==> src/rtl/muldiv_ctrl_if.sv <==
// muldiv_ctrl_if: command, HI/LO access and multiply/divide unit handshake
// signals between the control unit side (master) and muldiv_ctrl (slave).
interface muldiv_ctrl_if;
    // command and HI/LO access from the control unit
    logic        Start;
    logic        OpSel;
    logic [31:0] FromA;
    logic [31:0] FromB;
    logic        WriteHI;
    logic        WriteLO;
    logic [31:0] WriteData;
    logic        ReadHI;
    logic        ReadLO;

    // status and HI/LO back to the control unit
    logic        Busy;
    logic        Stall;
    logic        Done;
    logic        Div0;
    logic        Timeout;
    logic [31:0] HIOut;
    logic [31:0] LOOut;

    // operands and launch strobes to the units
    logic [31:0] UnitA;
    logic [31:0] UnitB;
    logic        MultCtrl;
    logic        DivCtrl;

    // completion and results from the units
    logic        MultDone;
    logic        DivDone;
    logic [31:0] MultHI;
    logic [31:0] MultLO;
    logic [31:0] DivHI;
    logic [31:0] DivLO;

    modport master (
        output Start, OpSel, FromA, FromB,
        output WriteHI, WriteLO, WriteData, ReadHI, ReadLO,
        output MultDone, DivDone, MultHI, MultLO, DivHI, DivLO,
        input  Busy, Stall, Done, Div0, Timeout, HIOut, LOOut,
        input  UnitA, UnitB, MultCtrl, DivCtrl
    );

    modport slave (
        input  Start, OpSel, FromA, FromB,
        input  WriteHI, WriteLO, WriteData, ReadHI, ReadLO,
        input  MultDone, DivDone, MultHI, MultLO, DivHI, DivLO,
        output Busy, Stall, Done, Div0, Timeout, HIOut, LOOut,
        output UnitA, UnitB, MultCtrl, DivCtrl
    );
endinterface

==> src/rtl/muldiv_ctrl.sv <==
// muldiv_ctrl: sequencer for the multiply/divide units and owner of HI/LO.
// Optional build macro MULDIV_TIMEOUT_EN adds a WAIT-state watchdog that
// ends a hung operation after TIMEOUT cycles with a Timeout pulse.
//
// state  | meaning
// IDLE   | accepts Start and MTHI/MTLO writes
// LAUNCH | one-cycle launch strobe to the selected unit
// WAIT   | operands held, waiting for the selected unit's completion
// DONE   | one-cycle Done pulse (with Div0/Timeout if flagged)
module muldiv_ctrl #(
    parameter int TIMEOUT = 48,
    parameter int CNT_W   = 6
) (
    input logic          Clock,
    input logic          Reset,
    muldiv_ctrl_if.slave bus
);

    typedef enum logic [1:0] {
        IDLE   = 2'd0,
        LAUNCH = 2'd1,
        WAIT   = 2'd2,
        DONE   = 2'd3
    } state_t;

    state_t      state;
    logic        op;
    logic        busy;
    logic        done;
    logic        div0;
    logic        mult_ctrl;
    logic        div_ctrl;
    logic [31:0] hi;
    logic [31:0] lo;
    logic [31:0] unit_a;
    logic [31:0] unit_b;
    logic        sel_done;

`ifdef MULDIV_TIMEOUT_EN
    logic [CNT_W-1:0] wdog;
    logic             timeout;
`endif

    // the watchdog must be able to hold TIMEOUT
    a_cnt_w_fits: assert property (@(posedge Clock) (2 ** CNT_W) > TIMEOUT);

    // completion of the unit that was actually launched; the other is ignored
    assign sel_done = op ? bus.DivDone : bus.MultDone;

    assign bus.Busy     = busy;
    assign bus.Stall    = busy & (bus.ReadHI | bus.ReadLO | bus.WriteHI | bus.WriteLO);
    assign bus.Done     = done;
    assign bus.Div0     = div0;
    assign bus.HIOut    = hi;
    assign bus.LOOut    = lo;
    assign bus.UnitA    = unit_a;
    assign bus.UnitB    = unit_b;
    assign bus.MultCtrl = mult_ctrl;
    assign bus.DivCtrl  = div_ctrl;

`ifdef MULDIV_TIMEOUT_EN
    assign bus.Timeout = timeout;
`else
    assign bus.Timeout = 1'b0;
`endif

    // sequencer FSM with registered strobes and the HI/LO register pair
    always_ff @(posedge Clock) begin
        if (Reset) begin
            state     <= IDLE;
            op        <= 1'b0;
            busy      <= 1'b0;
            done      <= 1'b0;
            div0      <= 1'b0;
            mult_ctrl <= 1'b0;
            div_ctrl  <= 1'b0;
            hi        <= '0;
            lo        <= '0;
            unit_a    <= '0;
            unit_b    <= '0;
`ifdef MULDIV_TIMEOUT_EN
            wdog      <= '0;
            timeout   <= 1'b0;
`endif
        end else begin
            // strobes default low so each lasts exactly one cycle
            done      <= 1'b0;
            div0      <= 1'b0;
            mult_ctrl <= 1'b0;
            div_ctrl  <= 1'b0;
`ifdef MULDIV_TIMEOUT_EN
            timeout   <= 1'b0;
`endif
            case (state)
                IDLE: begin
                    // MTHI/MTLO land here; a same-cycle op result overwrites later
                    if (bus.WriteHI) hi <= bus.WriteData;
                    if (bus.WriteLO) lo <= bus.WriteData;
                    if (bus.Start) begin
                        unit_a <= bus.FromA;
                        unit_b <= bus.FromB;
                        op     <= bus.OpSel;
                        busy   <= 1'b1;
                        if (bus.OpSel && (bus.FromB == 32'd0)) begin
                            // divide by zero: never launch the divider
                            state <= DONE;
                            done  <= 1'b1;
                            div0  <= 1'b1;
                        end else begin
                            state     <= LAUNCH;
                            mult_ctrl <= ~bus.OpSel;
                            div_ctrl  <= bus.OpSel;
                        end
                    end
                end
                LAUNCH: begin
`ifdef MULDIV_TIMEOUT_EN
                    wdog  <= '0;
`endif
                    state <= WAIT;
                end
                WAIT: begin
                    if (sel_done) begin
                        hi    <= op ? bus.DivHI : bus.MultHI;
                        lo    <= op ? bus.DivLO : bus.MultLO;
                        done  <= 1'b1;
                        state <= DONE;
`ifdef MULDIV_TIMEOUT_EN
                    end else if (wdog == CNT_W'(TIMEOUT - 1)) begin
                        // TIMEOUT-th WAIT cycle without completion
                        done    <= 1'b1;
                        timeout <= 1'b1;
                        state   <= DONE;
                    end else begin
                        wdog <= wdog + 1'b1;
`endif
                    end
                end
                DONE: begin
                    busy  <= 1'b0;
                    state <= IDLE;
                end
                default: begin
                    busy  <= 1'b0;
                    state <= IDLE;
                end
            endcase
        end
    end

endmodule

==> src/flat_wrapper.sv <==
// flat-port wrapper written by rule: the top's interface ports become plain ports
module muldiv_ctrl_flat 
#(
    parameter int TIMEOUT = 48,
    parameter int CNT_W   = 6
)
  (Clock, Reset, bus_Start, bus_OpSel, bus_FromA, bus_FromB, bus_WriteHI, bus_WriteLO, bus_WriteData, bus_ReadHI, bus_ReadLO, bus_MultDone, bus_DivDone, bus_MultHI, bus_MultLO, bus_DivHI, bus_DivLO, bus_Busy, bus_Stall, bus_Done, bus_Div0, bus_Timeout, bus_HIOut, bus_LOOut, bus_UnitA, bus_UnitB, bus_MultCtrl, bus_DivCtrl);
  muldiv_ctrl_if bus_i ();
  input logic Clock;
  input logic Reset;
  input wire logic [$bits(bus_i.Start)-1:0] bus_Start;
  input wire logic [$bits(bus_i.OpSel)-1:0] bus_OpSel;
  input wire logic [$bits(bus_i.FromA)-1:0] bus_FromA;
  input wire logic [$bits(bus_i.FromB)-1:0] bus_FromB;
  input wire logic [$bits(bus_i.WriteHI)-1:0] bus_WriteHI;
  input wire logic [$bits(bus_i.WriteLO)-1:0] bus_WriteLO;
  input wire logic [$bits(bus_i.WriteData)-1:0] bus_WriteData;
  input wire logic [$bits(bus_i.ReadHI)-1:0] bus_ReadHI;
  input wire logic [$bits(bus_i.ReadLO)-1:0] bus_ReadLO;
  input wire logic [$bits(bus_i.MultDone)-1:0] bus_MultDone;
  input wire logic [$bits(bus_i.DivDone)-1:0] bus_DivDone;
  input wire logic [$bits(bus_i.MultHI)-1:0] bus_MultHI;
  input wire logic [$bits(bus_i.MultLO)-1:0] bus_MultLO;
  input wire logic [$bits(bus_i.DivHI)-1:0] bus_DivHI;
  input wire logic [$bits(bus_i.DivLO)-1:0] bus_DivLO;
  output wire logic [$bits(bus_i.Busy)-1:0] bus_Busy;
  output wire logic [$bits(bus_i.Stall)-1:0] bus_Stall;
  output wire logic [$bits(bus_i.Done)-1:0] bus_Done;
  output wire logic [$bits(bus_i.Div0)-1:0] bus_Div0;
  output wire logic [$bits(bus_i.Timeout)-1:0] bus_Timeout;
  output wire logic [$bits(bus_i.HIOut)-1:0] bus_HIOut;
  output wire logic [$bits(bus_i.LOOut)-1:0] bus_LOOut;
  output wire logic [$bits(bus_i.UnitA)-1:0] bus_UnitA;
  output wire logic [$bits(bus_i.UnitB)-1:0] bus_UnitB;
  output wire logic [$bits(bus_i.MultCtrl)-1:0] bus_MultCtrl;
  output wire logic [$bits(bus_i.DivCtrl)-1:0] bus_DivCtrl;
  assign bus_i.Start = bus_Start;
  assign bus_i.OpSel = bus_OpSel;
  assign bus_i.FromA = bus_FromA;
  assign bus_i.FromB = bus_FromB;
  assign bus_i.WriteHI = bus_WriteHI;
  assign bus_i.WriteLO = bus_WriteLO;
  assign bus_i.WriteData = bus_WriteData;
  assign bus_i.ReadHI = bus_ReadHI;
  assign bus_i.ReadLO = bus_ReadLO;
  assign bus_i.MultDone = bus_MultDone;
  assign bus_i.DivDone = bus_DivDone;
  assign bus_i.MultHI = bus_MultHI;
  assign bus_i.MultLO = bus_MultLO;
  assign bus_i.DivHI = bus_DivHI;
  assign bus_i.DivLO = bus_DivLO;
  assign bus_Busy = bus_i.Busy;
  assign bus_Stall = bus_i.Stall;
  assign bus_Done = bus_i.Done;
  assign bus_Div0 = bus_i.Div0;
  assign bus_Timeout = bus_i.Timeout;
  assign bus_HIOut = bus_i.HIOut;
  assign bus_LOOut = bus_i.LOOut;
  assign bus_UnitA = bus_i.UnitA;
  assign bus_UnitB = bus_i.UnitB;
  assign bus_MultCtrl = bus_i.MultCtrl;
  assign bus_DivCtrl = bus_i.DivCtrl;
  muldiv_ctrl #(.TIMEOUT(TIMEOUT), .CNT_W(CNT_W)) u_core (.Clock(Clock), .Reset(Reset), .bus(bus_i));
endmodule
==> config.mk <==
export PLATFORM = sky130hd
export DESIGN_NAME = muldiv_ctrl_flat
export DESIGN_NICKNAME = d
export VERILOG_FILES = /design/src/rtl/muldiv_ctrl_if.sv /design/src/rtl/muldiv_ctrl.sv /design/src/flat_wrapper.sv
export SDC_FILE = /design/constraint.sdc
export NUM_CORES = 1
export LEC_CHECK = 0
export ABC_AREA = 1
export BUFFER_PORTS_ARGS = -buffer_cell sky130_fd_sc_hd__clkbuf_2
export CAP_MARGIN = 40
export CELL_PAD_IN_SITES_DETAIL_PLACEMENT = 1
export CELL_PAD_IN_SITES_GLOBAL_PLACEMENT = 2
export CORE_MARGIN = 1.5
export CORE_UTILIZATION = 21
export CTS_CLUSTER_DIAMETER = 30
export DETAILED_ROUTE_END_ITERATION = 8
export PLACE_DENSITY = 0.89
export SLEW_MARGIN = 10
export SYNTH_ARGS = -nofsm -noshare
export SYNTH_HDL_FRONTEND = slang
export SYNTH_SLANG_ARGS = --single-unit
==> constraint.sdc <==
create_clock -name Clock -period 1.7 [get_ports Clock]
set_clock_uncertainty 0.1 [all_clocks]
set_input_delay 0.085 -clock Clock [delete_from_list [all_inputs] [get_ports Clock]]
set_output_delay 0.085 -clock Clock [all_outputs]
set_load 0.1 [all_outputs]
### Word level (Yosys, flattened, before mapping)

Cells that the tools add are included.

| word-level totals | value |
|---|---|
| bits in registers | 136 |
| output and inout bits | 135 |
| word-level logic and storage cells | 56 |

| operators by class | value |
|---|---|
| equal/unequal tests | 7 |
| muxes and demuxes | 19 |
| bitwise operators | 7 |
| reduce and logical (&&, ||, !) cells | 12 |

Operators by type and width:

| kind | number |
|---|---|
| 32-bit two-way mux | 6 |
| 32-bit case mux with 2 select lines | 2 |
| 32-bit logical NOT | 1 |
| 2-bit case mux with 4 select lines | 1 |
| 2-bit two-way mux | 3 |
| 2-bit != test (second input constant) | 3 |
| 2-bit AND reduction | 3 |
| 3-bit AND reduction | 2 |
| 1-bit two-way mux | 5 |
| 2-bit == test (second input constant) | 2 |
| 1-bit case mux with 2 select lines | 2 |
| 2-bit nonzero test | 2 |
| 4-bit OR reduction | 1 |
| 1-bit inverter | 3 |
| 1-bit bitwise OR | 3 |
| 2-bit by 1-bit == test with 1-bit output (second input constant) | 1 |
| 2-bit logical NOT | 1 |
| 2-bit by 1-bit != test with 1-bit output (second input constant) | 1 |
| 2-bit OR reduction | 1 |
| 1-bit AND | 1 |
| 1-bit logical AND | 1 |

### Longest topological paths before layout

| depth | value |
|---|---|
| word-level depth | 5 |
| mapped depth | 10 |
| mapped depth without buffers | 9 |

### Worst setup path after synthesis

OpenSTA, ideal clock, no wires.

| timing | value |
|---|---|
| kind | reg-to-output |
| start point | register u_core.busy, in the netlist u_core.bus.Busy |
| end point | output bus_Stall |
| arrival time | 2527 ps |
| data required time | 1515 ps |
| setup slack | -1012 ps |
| stages on the path, launching flop included | 3 |
| buffers on the path | 0 |
| path through | dfxtp_1 -> inv_1 -> a21oi_1 |

| between the ends | value |
|---|---|
| word-level cells in the longest chain between the ends | 1 |

RTL lines:

| what | line | RTL |
|---|---|---|
| start: declaration | muldiv_ctrl.sv:28 | `logic busy;` |
| start signal: assignment | muldiv_ctrl.sv:72 | `busy <= 1'b0;` |
| start signal: assignment | muldiv_ctrl.sv:103 | `busy <= 1'b1;` |
| start signal: assignment | muldiv_ctrl.sv:140 | `busy <= 1'b0;` |
| 1-bit AND | muldiv_ctrl.sv:51 | `assign bus.Stall = busy & (bus.ReadHI \| bus.ReadLO \| bus.WriteHI \| bus.WriteLO);` |
| end: declaration | flat_wrapper.sv:27 | `output wire logic [$bits(bus_i.Stall)-1:0] bus_Stall;` |

No other way between the ends.

### Worst setup path after layout

| timing | value |
|---|---|
| start point | register u_core.state[1] |
| end point | register u_core.lo[2], in the netlist u_core.bus.LOOut[2] |

| between the ends | value |
|---|---|
| word-level cells in the longest chain between the ends | 3 |
| elaborated cells between the ends (all ways) | 7 |
| classes of those cells | 3 x eq/ne; 1 x mux; 3 x reduce/logical |

RTL lines:

| what | line | RTL |
|---|---|---|
| start: declaration | muldiv_ctrl.sv:26 | `state_t state;` |
| start signal: assignment | muldiv_ctrl.sv:70 | `state <= IDLE;` |
| start signal: assignment | muldiv_ctrl.sv:106 | `state <= DONE;` |
| start signal: assignment | muldiv_ctrl.sv:110 | `state <= LAUNCH;` |
| 2-bit == test / 2-bit logical NOT (equally long branches) | muldiv_ctrl.sv:94 | `case (state)` |
| 2-bit by 1-bit != test with 1-bit output (no line) (tied with other cells) | -- |  |
| 3-bit AND reduction (no line) | -- |  |
| end signal: assignment | muldiv_ctrl.sv:98 | `if (bus.WriteLO) lo <= bus.WriteData;` |
| end signal: assignment | muldiv_ctrl.sv:125 | `lo <= op ? bus.DivLO : bus.MultLO;` |
| end: declaration | muldiv_ctrl.sv:34 | `logic [31:0] lo;` |

Several ways; a longest one is shown, not always the timed one.
A chain may end at the register's enable or synchronous reset.

==> impl_metrics.env <==
export IMPL_cpPeakStageDelay_ns=0.33
export IMPL_die_x_um=174
export IMPL_synth_area_per_cell_um2=6.89
export IMPL_drt_pre_antenna_iters=4
export IMPL_netlist_cell_type_count=25
export IMPL_startpoint_type="flop"
export IMPL_gr_usage_met1=0.212
export IMPL_yosysSeqAreaShare=0.442
export IMPL_power_density_nw_per_um2=2390
export IMPL_cp_arrival_ns=1.87
export IMPL_drt_wl_total_um=30000
export IMPL_r2r_cells=7
export IMPL_hold_depth=5
export IMPL_gp_congestion=0.868
export IMPL_viasPerCell=4.51
export IMPL_worstPathCellList="buf_4 > ha_4 > buf_4 > clkbuf_16 > o22ai_1 > o21ai_0 > nor2_1"
export IMPL_antenna_found_initial=0
export IMPL_r2r_setup_slack_ns=0.07
export IMPL_cap_violations=0
export IMPL_dpl_instance_area_um2=8540
export IMPL_fp_coreArea_um2=28800
export IMPL_cp_end_kind="flop"
export IMPL_syn_inst=893
export IMPL_rsz0062_at_grt="true"
export IMPL_setup_viol=0
export IMPL_path_common_cell="buf_4"
export IMPL_met2_usage=0.352
export IMPL_grt_util_all_layers=0.191
export IMPL_fin_cells=1738
export IMPL_ys_seq_elements=136
export IMPL_die_h_um=174
export IMPL_cts_sinks=136
export IMPL_status="complete, no violations"
export IMPL_n_antenna_cell=0
export IMPL_grt_overflow_total=0
export IMPL_hold_start="bus_MultLO[26]"
export IMPL_cp_top_family="buffers and inverters"
export IMPL_r2r_start="u_core.state[1]"
export IMPL_p_leak_nw=4.91
export IMPL_layout_nets=1578
export IMPL_finalCritPeriodShare=0.958
export IMPL_irDropWorstVdd_uv=1350
export IMPL_grt_start_max_net_pins=64
export IMPL_synth_warnings=0
export IMPL_slew_headroom=0.593
export IMPL_drtIter0Drc=310
export IMPL_r2r_end="u_core.bus.LOOut[2]"
export IMPL_post_route_cells_drive_above_1_share=0.346
export IMPL_crit_path_max_fanout=11
export IMPL_rows=62
export IMPL_dp_cells=1603
export IMPL_cts_root_buf="clkbuf_16"
export IMPL_antenna_left=0
export IMPL_clock_latency_ns=0.42
export IMPL_cts_inserted_buffers=17
export IMPL_hpwlAfterDp_um=20600
export IMPL_setup_worst_path_class="flop to flop"
export IMPL_min_to="u_core.bus.LOOut[26]"
export IMPL_slew_viol_final=0
export IMPL_syn_nets=1130
export IMPL_drc=0
export IMPL_cp_slowest_cell="dfxtp_2"
export IMPL_grt_pass1_wl_um=45300
export IMPL_vias=7843
export IMPL_period_needed_ns=1.63
export IMPL_grt_busiest_layer="met2"
export IMPL_final_area_um2=10300
export IMPL_required_ns=1.94
export IMPL_die_area_um2=30400
export IMPL_io_buffers=367
export IMPL_ctsLongestPathBuffers=2
export IMPL_min_delay_path_class="input port to flop"
export IMPL_hold_slack_ns=0.0174
export IMPL_grt_use_met3=0.0416
export IMPL_routedWlPerCell_um=17.3
export IMPL_hold_violations=0
export IMPL_grt_pass1_vias=8403
export IMPL_timing_fmax_mhz=614
export IMPL_crit_buf_inv=3
export IMPL_initial_utilization=0.214
export IMPL_clkTransAtPathRegs_ns=0.07
export IMPL_syn_to_final_growth_pct=67.3
export IMPL_finalSetupTns_ns=0
export IMPL_cts_tree="yes"
export IMPL_synthesis_area_um2=6160
export IMPL_worstMarginPinSlew_ns=0.613
export IMPL_ioPinCount=369
export IMPL_htreeDepth=4
export IMPL_fin_util=0.358
## where the power goes
| part | internal (mW) | switching [mW] |
|---|---|---|
| Clock | 2.08 | 1.69 |
| Combinational | 3.33 | 12.4 |
| Sequential | 4.36 | 0.689 |
| Total | 9.78 | 14.8 |
## stage by stage
stage	total power [mW]	setup WS, ns
6_report	24.6	0.0711
5_1_grt	25.8	-0.0281
4_1_cts	24.3	-0.0360
3_5_place_dp	20.0	-0.115
3_3_place_gp	19.8	-0.0243
2_1_floorplan	16.7	0.138
## final cells by class
| type | count | area (um^2) |
|---|---|---|
| clock buffers | 17 | 425 |
| clock inverters | 15 | 159 |
| fillers | 3635 | 18500 |
| inverters | 49 | 198 |
| multi-input cells | 639 | 2970 |
| flip-flops and latches | 136 | 2730 |
| well taps | 384 | 480 |
| repair buffers | 498 | 3330 |
## state kept, by name, indices dropped and copies added (netlist names)
| register | cells |
|---|---|
| u_core.bus.Div0 | 1 |
| u_core.bus.HIOut | 32 |
| u_core.bus.DivCtrl | 1 |
| u_core.bus.UnitA | 32 |
| u_core.bus.LOOut | 32 |
| u_core.bus.UnitB | 32 |
| u_core.bus.MultCtrl | 1 |
| u_core.bus.Done | 1 |
| u_core.bus.Busy | 1 |
| u_core.state | 2 |
| u_core.op | 1 |
## metal layers
layer | up-vias | part of all wire
li1 | 3838 | -
met1 | 3688 | 0.41
met2 | 274 | 0.51
met3 | 43 | 0.055
met4 | 0 | 0.024
met5 | - | 0
## kinds of logic (layout without fill, tap and decap cells)
kind of cell	Yosys count	count (layout)	synth area share
flip-flops	136	136	0.442
adder cells (fa/ha/maj)	3	3	0.00610
buffers and inverters	118	579	0.0874
other	1	1	0.000609
AO/OA/AOI/OAI	271	271	0.236
AND/OR/NAND/NOR	364	364	0.228
## worst reg2reg max path, stage by stage, from the launching register on
cell and delay [ns]:
dfxtp_2 0.33, buf_4 0.14, ha_4 0.22, buf_4 0.18, clkbuf_16 0.17, o22ai_1 0.21
o21ai_0 0.12, nor2_1 0.09
## what timing repair did
action / CTS / global route
pin swaps: 2 / 4
cloned: 2 / 4
setup buffers: 1 / 3
endpoints found under the setup margin: 115 / 109
gates resized for setup: 8 / 34
endpoints found under the hold margin: 91 / 0
hold buffers: 94 / 0
## worst max path at each step
stage / from / end / slack [ns] / cells past startpoint
after floorplan: u_core.state[0] / u_core.bus.UnitA[13] / 0.14 / 9
after global placement: u_core.state[0] / u_core.bus.HIOut[4] / -0.02 / 9
after detailed placement: u_core.state[0] / u_core.bus.UnitA[22] / -0.12 / 7
after CTS: u_core.state[0] / u_core.bus.LOOut[7] / -0.04 / 9
after global routing: u_core.state[1] / u_core.bus.HIOut[24] / -0.03 / 9
final: u_core.state[1] / u_core.bus.LOOut[2] / 0.07 / 7
## placed cells by master, fill, tap and decap left out, types with 3 or more instances in the layout
master         instances
clkinv_4               3
nor2_2                 7
inv_4                  3
clkbuf_2             367
dlygate4sd3_1         94
dfxtp_1              132
nand2_2                4
buf_6                  3
nand3_1                5
clkbuf_16             20
inv_6                  5
a21oi_1                6
nand2_4                3
buf_4                 15
clkinvlp_4             3
inv_2                  3
dfxtp_2                4
nand2_1               10
buf_12                14
o21ai_1               34
o22ai_1               62
o21ai_0              163
nor2_1               332
inv_1                 41
inv_8                  4
## synthesized netlist by cell type
cell	n	area share
o21ai_1	20	0.016
buf_1	2	0.0012
nand2_1	13	0.0079
dfxtp_1	136	0.44
o22ai_1	64	0.065
conb_1	1	0.00061
a21oi_1	7	0.0057
nor2_1	339	0.21
buf_6	2	0.0037
o21ai_0	178	0.14
buf_2	26	0.021
buf_4	10	0.012
nand4_1	1	0.0010
inv_2	4	0.0024
nand2_2	1	0.0010
inv_1	44	0.027
clkbuf_1	27	0.016
ha_1	3	0.0061
clkbuf_4	2	0.0024
inv_4	1	0.0010
nand3_1	5	0.0041
o211a_1	1	0.0016
nand2_4	3	0.0055
nor3_1	2	0.0016
a21oi_4	1	0.0026
No activity file was read; power rests on OpenSTA's default activity.
